[config.mk]
export PLATFORM = sky130hd
export DESIGN_NAME = nf10_10g_tx_arbiter
export DESIGN_NICKNAME = d
export VERILOG_FILES = /design/src/rtl/nf10_10g_tx_arbiter.sv
export SDC_FILE = /design/constraint.sdc
export NUM_CORES = 1
export LEC_CHECK = 0
export ABC_AREA = 1
export CAP_MARGIN = 10
export CORE_AREA = 3 3 390 392
export DETAILED_ROUTE_END_ITERATION = 16
export DIE_AREA = 0 0 393 395
export PLACE_DENSITY = 0.3
export RECOVER_POWER = 100
export SETUP_SLACK_MARGIN = 0.15
export SLEW_MARGIN = 20
export SYNTH_ARGS = -nofsm -noshare
export SYNTH_HDL_FRONTEND = slang
export SYNTH_SLANG_ARGS = --single-unit
[constraint.sdc]
create_clock -name axi_aclk -period 1.9 [get_ports axi_aclk]
set_input_delay 0.38 -clock axi_aclk [delete_from_list [all_inputs] [get_ports axi_aclk]]
set_output_delay 0.38 -clock axi_aclk [all_outputs]
set_load 0.01 [all_outputs]
[src/rtl/nf10_10g_tx_arbiter.sv]
// Packet-level round-robin arbiter muxing C_NUM_PORTS AXI4-Stream sources onto one 10G TX stream.
// Optional per-port packet counters on pkt_cnt when NF10_TX_ARB_STATS_EN is defined.
module nf10_10g_tx_arbiter #(
  parameter int unsigned C_NUM_PORTS        = 4,
  parameter int unsigned C_AXIS_DATA_WIDTH  = 64,
  parameter int unsigned C_AXIS_TUSER_WIDTH = 128
) (
  input  logic                                        axi_aclk,
  input  logic                                        axi_resetn,
  input  logic [C_NUM_PORTS*C_AXIS_DATA_WIDTH-1:0]    s_axis_tdata,
  input  logic [C_NUM_PORTS*C_AXIS_DATA_WIDTH/8-1:0]  s_axis_tstrb,
  input  logic [C_NUM_PORTS*C_AXIS_TUSER_WIDTH-1:0]   s_axis_tuser,
  input  logic [C_NUM_PORTS-1:0]                      s_axis_tvalid,
  output logic [C_NUM_PORTS-1:0]                      s_axis_tready,
  input  logic [C_NUM_PORTS-1:0]                      s_axis_tlast,
  output logic [C_AXIS_DATA_WIDTH-1:0]                m_axis_tdata,
  output logic [C_AXIS_DATA_WIDTH/8-1:0]              m_axis_tstrb,
  output logic [C_AXIS_TUSER_WIDTH-1:0]               m_axis_tuser,
  output logic                                        m_axis_tvalid,
  input  logic                                        m_axis_tready,
  output logic                                        m_axis_tlast,
  output logic [$clog2(C_NUM_PORTS)-1:0]              grant_idx,
  output logic                                        busy
`ifdef NF10_TX_ARB_STATS_EN
  ,
  output logic [32*C_NUM_PORTS-1:0]                   pkt_cnt
`endif
);

  localparam int unsigned IdxW = $clog2(C_NUM_PORTS);
  localparam int unsigned DW   = C_AXIS_DATA_WIDTH;
  localparam int unsigned SW   = C_AXIS_DATA_WIDTH / 8;
  localparam int unsigned UW   = C_AXIS_TUSER_WIDTH;

  typedef enum logic [0:0] {StIdle, StPkt} state_e;

  state_e          state_q, state_d;
  logic [IdxW-1:0] grant_q, grant_d;
  logic [IdxW-1:0] last_grant_q, last_grant_d;

  logic [IdxW-1:0] winner;
  logic [IdxW-1:0] cand;
  logic            found;
  logic            g_valid;
  logic            g_last;
  logic [DW-1:0]   g_data;
  logic [SW-1:0]   g_strb;
  logic [UW-1:0]   g_user;
  logic            eop;

  // Round-robin search starting just after the previous winner.
  always_comb begin
    winner = '0;
    cand   = '0;
    found  = 1'b0;
    for (int unsigned i = 1; i <= C_NUM_PORTS; i++) begin
      cand = IdxW'((32'(last_grant_q) + i) % C_NUM_PORTS);
      if (!found && s_axis_tvalid[cand]) begin
        found  = 1'b1;
        winner = cand;
      end
    end
  end

  always_comb begin
    g_valid = 1'b0;
    g_last  = 1'b0;
    g_data  = '0;
    g_strb  = '0;
    g_user  = '0;
    for (int unsigned i = 0; i < C_NUM_PORTS; i++) begin
      if (grant_q == IdxW'(i)) begin
        g_valid = s_axis_tvalid[i];
        g_last  = s_axis_tlast[i];
        g_data  = s_axis_tdata[i*DW +: DW];
        g_strb  = s_axis_tstrb[i*SW +: SW];
        g_user  = s_axis_tuser[i*UW +: UW];
      end
    end
  end

  // Payload is gated by busy so the stream reads as zero whenever nothing is granted.
  always_comb begin
    busy          = (state_q == StPkt);
    grant_idx     = grant_q;
    m_axis_tvalid = busy & g_valid;
    m_axis_tlast  = busy & g_last;
    m_axis_tdata  = busy ? g_data : '0;
    m_axis_tstrb  = busy ? g_strb : '0;
    m_axis_tuser  = busy ? g_user : '0;
    for (int unsigned i = 0; i < C_NUM_PORTS; i++) begin
      s_axis_tready[i] = busy && (grant_q == IdxW'(i)) && m_axis_tready;
    end
    eop = m_axis_tvalid & m_axis_tready & m_axis_tlast;
  end

  always_comb begin
    state_d      = state_q;
    grant_d      = grant_q;
    last_grant_d = last_grant_q;
    unique case (state_q)
      StIdle: begin
        if (|s_axis_tvalid) begin
          grant_d = winner;
          state_d = StPkt;
        end
      end
      StPkt: begin
        if (eop) begin
          last_grant_d = grant_q;
          state_d      = StIdle;
        end
      end
      default: state_d = StIdle;
    endcase
  end

  always_ff @(posedge axi_aclk) begin
    if (!axi_resetn) begin
      state_q      <= StIdle;
      grant_q      <= '0;
      last_grant_q <= IdxW'(C_NUM_PORTS - 1);
    end else begin
      state_q      <= state_d;
      grant_q      <= grant_d;
      last_grant_q <= last_grant_d;
    end
  end

`ifdef NF10_TX_ARB_STATS_EN
  logic [31:0] cnt_q [C_NUM_PORTS];
  logic [31:0] cnt_d [C_NUM_PORTS];

  always_comb begin
    for (int unsigned i = 0; i < C_NUM_PORTS; i++) begin
      cnt_d[i] = cnt_q[i];
      if (eop && (grant_q == IdxW'(i))) begin
        cnt_d[i] = cnt_q[i] + 32'd1;
      end
      pkt_cnt[i*32 +: 32] = cnt_q[i];
    end
  end

  always_ff @(posedge axi_aclk) begin
    for (int unsigned i = 0; i < C_NUM_PORTS; i++) begin
      if (!axi_resetn) begin
        cnt_q[i] <= '0;
      end else begin
        cnt_q[i] <= cnt_d[i];
      end
    end
  end
`endif

endmodule
==> results <==
-- power groups by stage --
stage / Sequential [W] / Combinational, W / Clock, W
floorplan: 0.000125 / 0.00256 / 0
global placement: 0.000141 / 0.00782 / 0
detailed placement: 0.000141 / 0.00777 / 0
CTS: 0.000139 / 0.00985 / 0.000367
global route: 0.000140 / 0.0115 / 0.000376
finish: 0.000137 / 0.0109 / 0.000357
-- state kept, by name, summed over array words and instances, names as in the netlist --
register and flops:
last_grant_q 2, busy 1, grant_idx 2
-- layout make-up --
type	count	area, sq um	area share (%)
Multi-Input combinational cell	1079	8410	31.0
Tap cell	1944	2430	8.95
Sequential cell	5	111	0.410
Antenna cell	20	50.0	0.184
Clock buffer	4	78.8	0.290
Inverter	119	522	1.92
Timing Repair inverter	2	25.0	0.0921
Timing Repair Buffer	1419	15500	57.2
-- routing by layer --
metal / routed length [um] / global-route usage [%] / vias to the layer above
li1: - / - / 7235
met1: 49400 / 17.3 / 7469
met2: 66300 / 28.7 / 741
met3: 11200 / 5.47 / 164
met4: 3060 / 3.03 / 44
met5: 287 / 0 / -
-- final timing paths --
kind | end | startpoint | depth (start not counted)
setup / recovery | m_axis_tuser[83] | grant_idx[0] | 12
hold reg to reg | last_grant_q[1] | last_grant_q[1] | 2
hold / removal | last_grant_q[1] | last_grant_q[1] | 2
setup reg to reg | last_grant_q[0] | grant_idx[0] | 17
-- worst register-to-register path, delay by kind of cell, from the launching register on --
family / cells / cell delay (ns)
buf+inv: 10 / 1.33
simple gates: 7 / 0.44
flops: 1 / 0.40
-- timing repair --
action	in CTS	in global routing
setup buffers	128	61
endpoints found under the setup margin	214	214
gates cloned	20	10
gates resized for setup	1200	465
pin swaps	73	147
-- cells by family after synthesis --
family / after synthesis
flops: 5
simple gates: 664
compound gates: 415
buf+inv: 251
-- per-stage QoR --
step	instance area [sq um]	util (%)	hold slack, ns	setup TNS, ns
floorplan	7190	-	0.464	0
global placement	21100	14.1	0.559	-108.75
detailed placement	21100	14.1	0.560	-109.03
CTS	24500	16.4	0.565	-91.15
global route	27100	18.2	0.614	-105.46
finish	27200	18.2	0.565	-86.73
-- layout by cell type (no fill, tap or decap), drive strengths merged, types with 2 or more instances in the layout --
cell type	synthesis	final
clkdlybuf4s50	0	809
buf	73	595
nand2	332	332
nor2	210	210
inv	119	119
nand3	117	117
o21ai	114	114
o211ai	101	101
a21oi	93	93
o221ai	93	93
diode	0	20
clkbuf	59	12
o21a	6	6
o22ai	6	6
dfxtp	5	5
dlygate4sd2	0	3
nand4	2	2
clkdlybuf4s15	0	2
==> out/metrics.yaml <==
status:
  run_status: "finished with violations"
  violations: "negative setup slack"
worst_setup_path:
  worstPathArrival_ns: 2.06
  crit_family: "buffers and inverters"
  path_max_fanout: 7
  path_cells: "buf_8, nor2_8, buf_12, inv_16, buf_16, buf_12, buf_8, nor2_1, o21a_1, nor2_1, buf_4, buf_12"
  slowest_stage: "dfxtp_4"
  crit_top_cell: "buf_12"
  worst_path_largest_cell_delay_ns: 0.37
  worst_setup_path_end_kind: "output pin"
  crit_path_start_kind: "flip-flop"
  crit_required_ns: 1.52
  r2r_slack_ns: -0.38
  worstSetupPathType: "flip-flop to output pin"
  cp_num_buf_inv: 8
clocking:
  cts_buffer_depth: 2
  cts.clk_slew.worst_paths_ns: 0.04
  postCtsHoldBufs: 0
  tritoncts: "built"
  htree_levels: 1
  numCtsBuffers: 3
  cts.sinks: 5
  insertion_delay_ns: 0.23
  root_buffer: "clkbuf_16"
die:
  initial_core_util_pct: 4.58
  chipHeight_um: 395
  num_io_pins: 1020
  core_sq_um: 149000
  die_area_sq_um: 155000
  rows: 142
  chipWidth_um: 393
logic_synthesis:
  muxShareOfSynthArea_pct: 0
  yosys-top-cells-count: "nand2_1, nor2_1, nand3_1"
  syn_area_per_cell_sq_um: 5.12
  asyncSetResetFlopFracSynth_pct: 0
  synth_seq_area_share_pct: 1.47
  synth_compound_area_share_pct: 41.6
  synthesis.nets: 2146
  synth_top_cell_area_share_pct: 18.2
  ys.flop_type: "dfxtp_1"
  synth-seq-cells: 5
  synth_area_sq_um: 6830
  ys_warn_count: 0
  synth_edf_count: 0
  yosys.area_share.simple_pct: 39.7
  yosysMostFrequentCell: "nand2_1"
  synth.distinct_cells: 31
  synth-xor-area-share_pct: 0
  synthCells: 1335
  synth_fa_ha_area_share_pct: 0
  synthTopCellsByArea: "nand2_1, o211ai_1, nor2_1, o221ai_1, nand3_1"
  synth_top_family_by_area: "compound AO/OA/AOI/OAI gates"
  yosys.area.top_type: "nand2_1"
sta:
  setup_ws_ns: -0.545
  fin_crit_sh_pct: 129
  setup_viol: 210
  worstMarginPinSlew_ns: 0.576
  rsz0062_at_grt: "true"
  slew_violations: 0
  fin_worst_skew_ns: 0.00466
  relSlewSlack_pct: 61.2
  period_minus_slack_ns: 2.44
  hold_viol_final: 0
  clock.fmax_mhz: 409
drt:
  wl_per_cell_um: 28.4
  drc_errors: 0
  drt_wl_total_mm: 130
  drtIter0Drc: 614
  drtAntennaViolNets: 0
  viasPerCell: 3.41
  drt_pass1_iterations: 6
  vias: 15653
place:
  portBuffers: 1019
  dp_slack_ns: -0.845
  place_inst: 4350
  globalplace.congestion: 0.904
  hpwlAfterDp_mm: 109
finish:
  num-nets-final: 3440
  drive_gt1_share_pct: 43.4
  nFillCells: 17030
  area_growth_pct: 298
  fin_cells: 4592
pwr:
  power_frac_seq_pct: 1.2
  swShare_pct: 44.1
  p_comb_share_pct: 95.7
  p_per_area_nw_per_um2: 418
  report.power.total_w: 0.0113
  vdd_drop_max_mv: 0.182
  clkPwrFrac_pct: 3.1
  p_sw_w: 0.00500
  p_leak_nw: 11.1
  power.internal_w: 0.00635
global_routing:
  grt_pass1_vias: 16141
  grt-ovfl-total: 0
  grt_max_degree: 45
  antenna_found_initial: 88
  grt_pass1_wl_mm: 161
  globalRouteTotalUtil_pct: 15.6
worst_hold_path:
  hold_class: "flip-flop to flip-flop"
run:
  max-cap-violations: 0
Power figures use the tool's default switching activity.
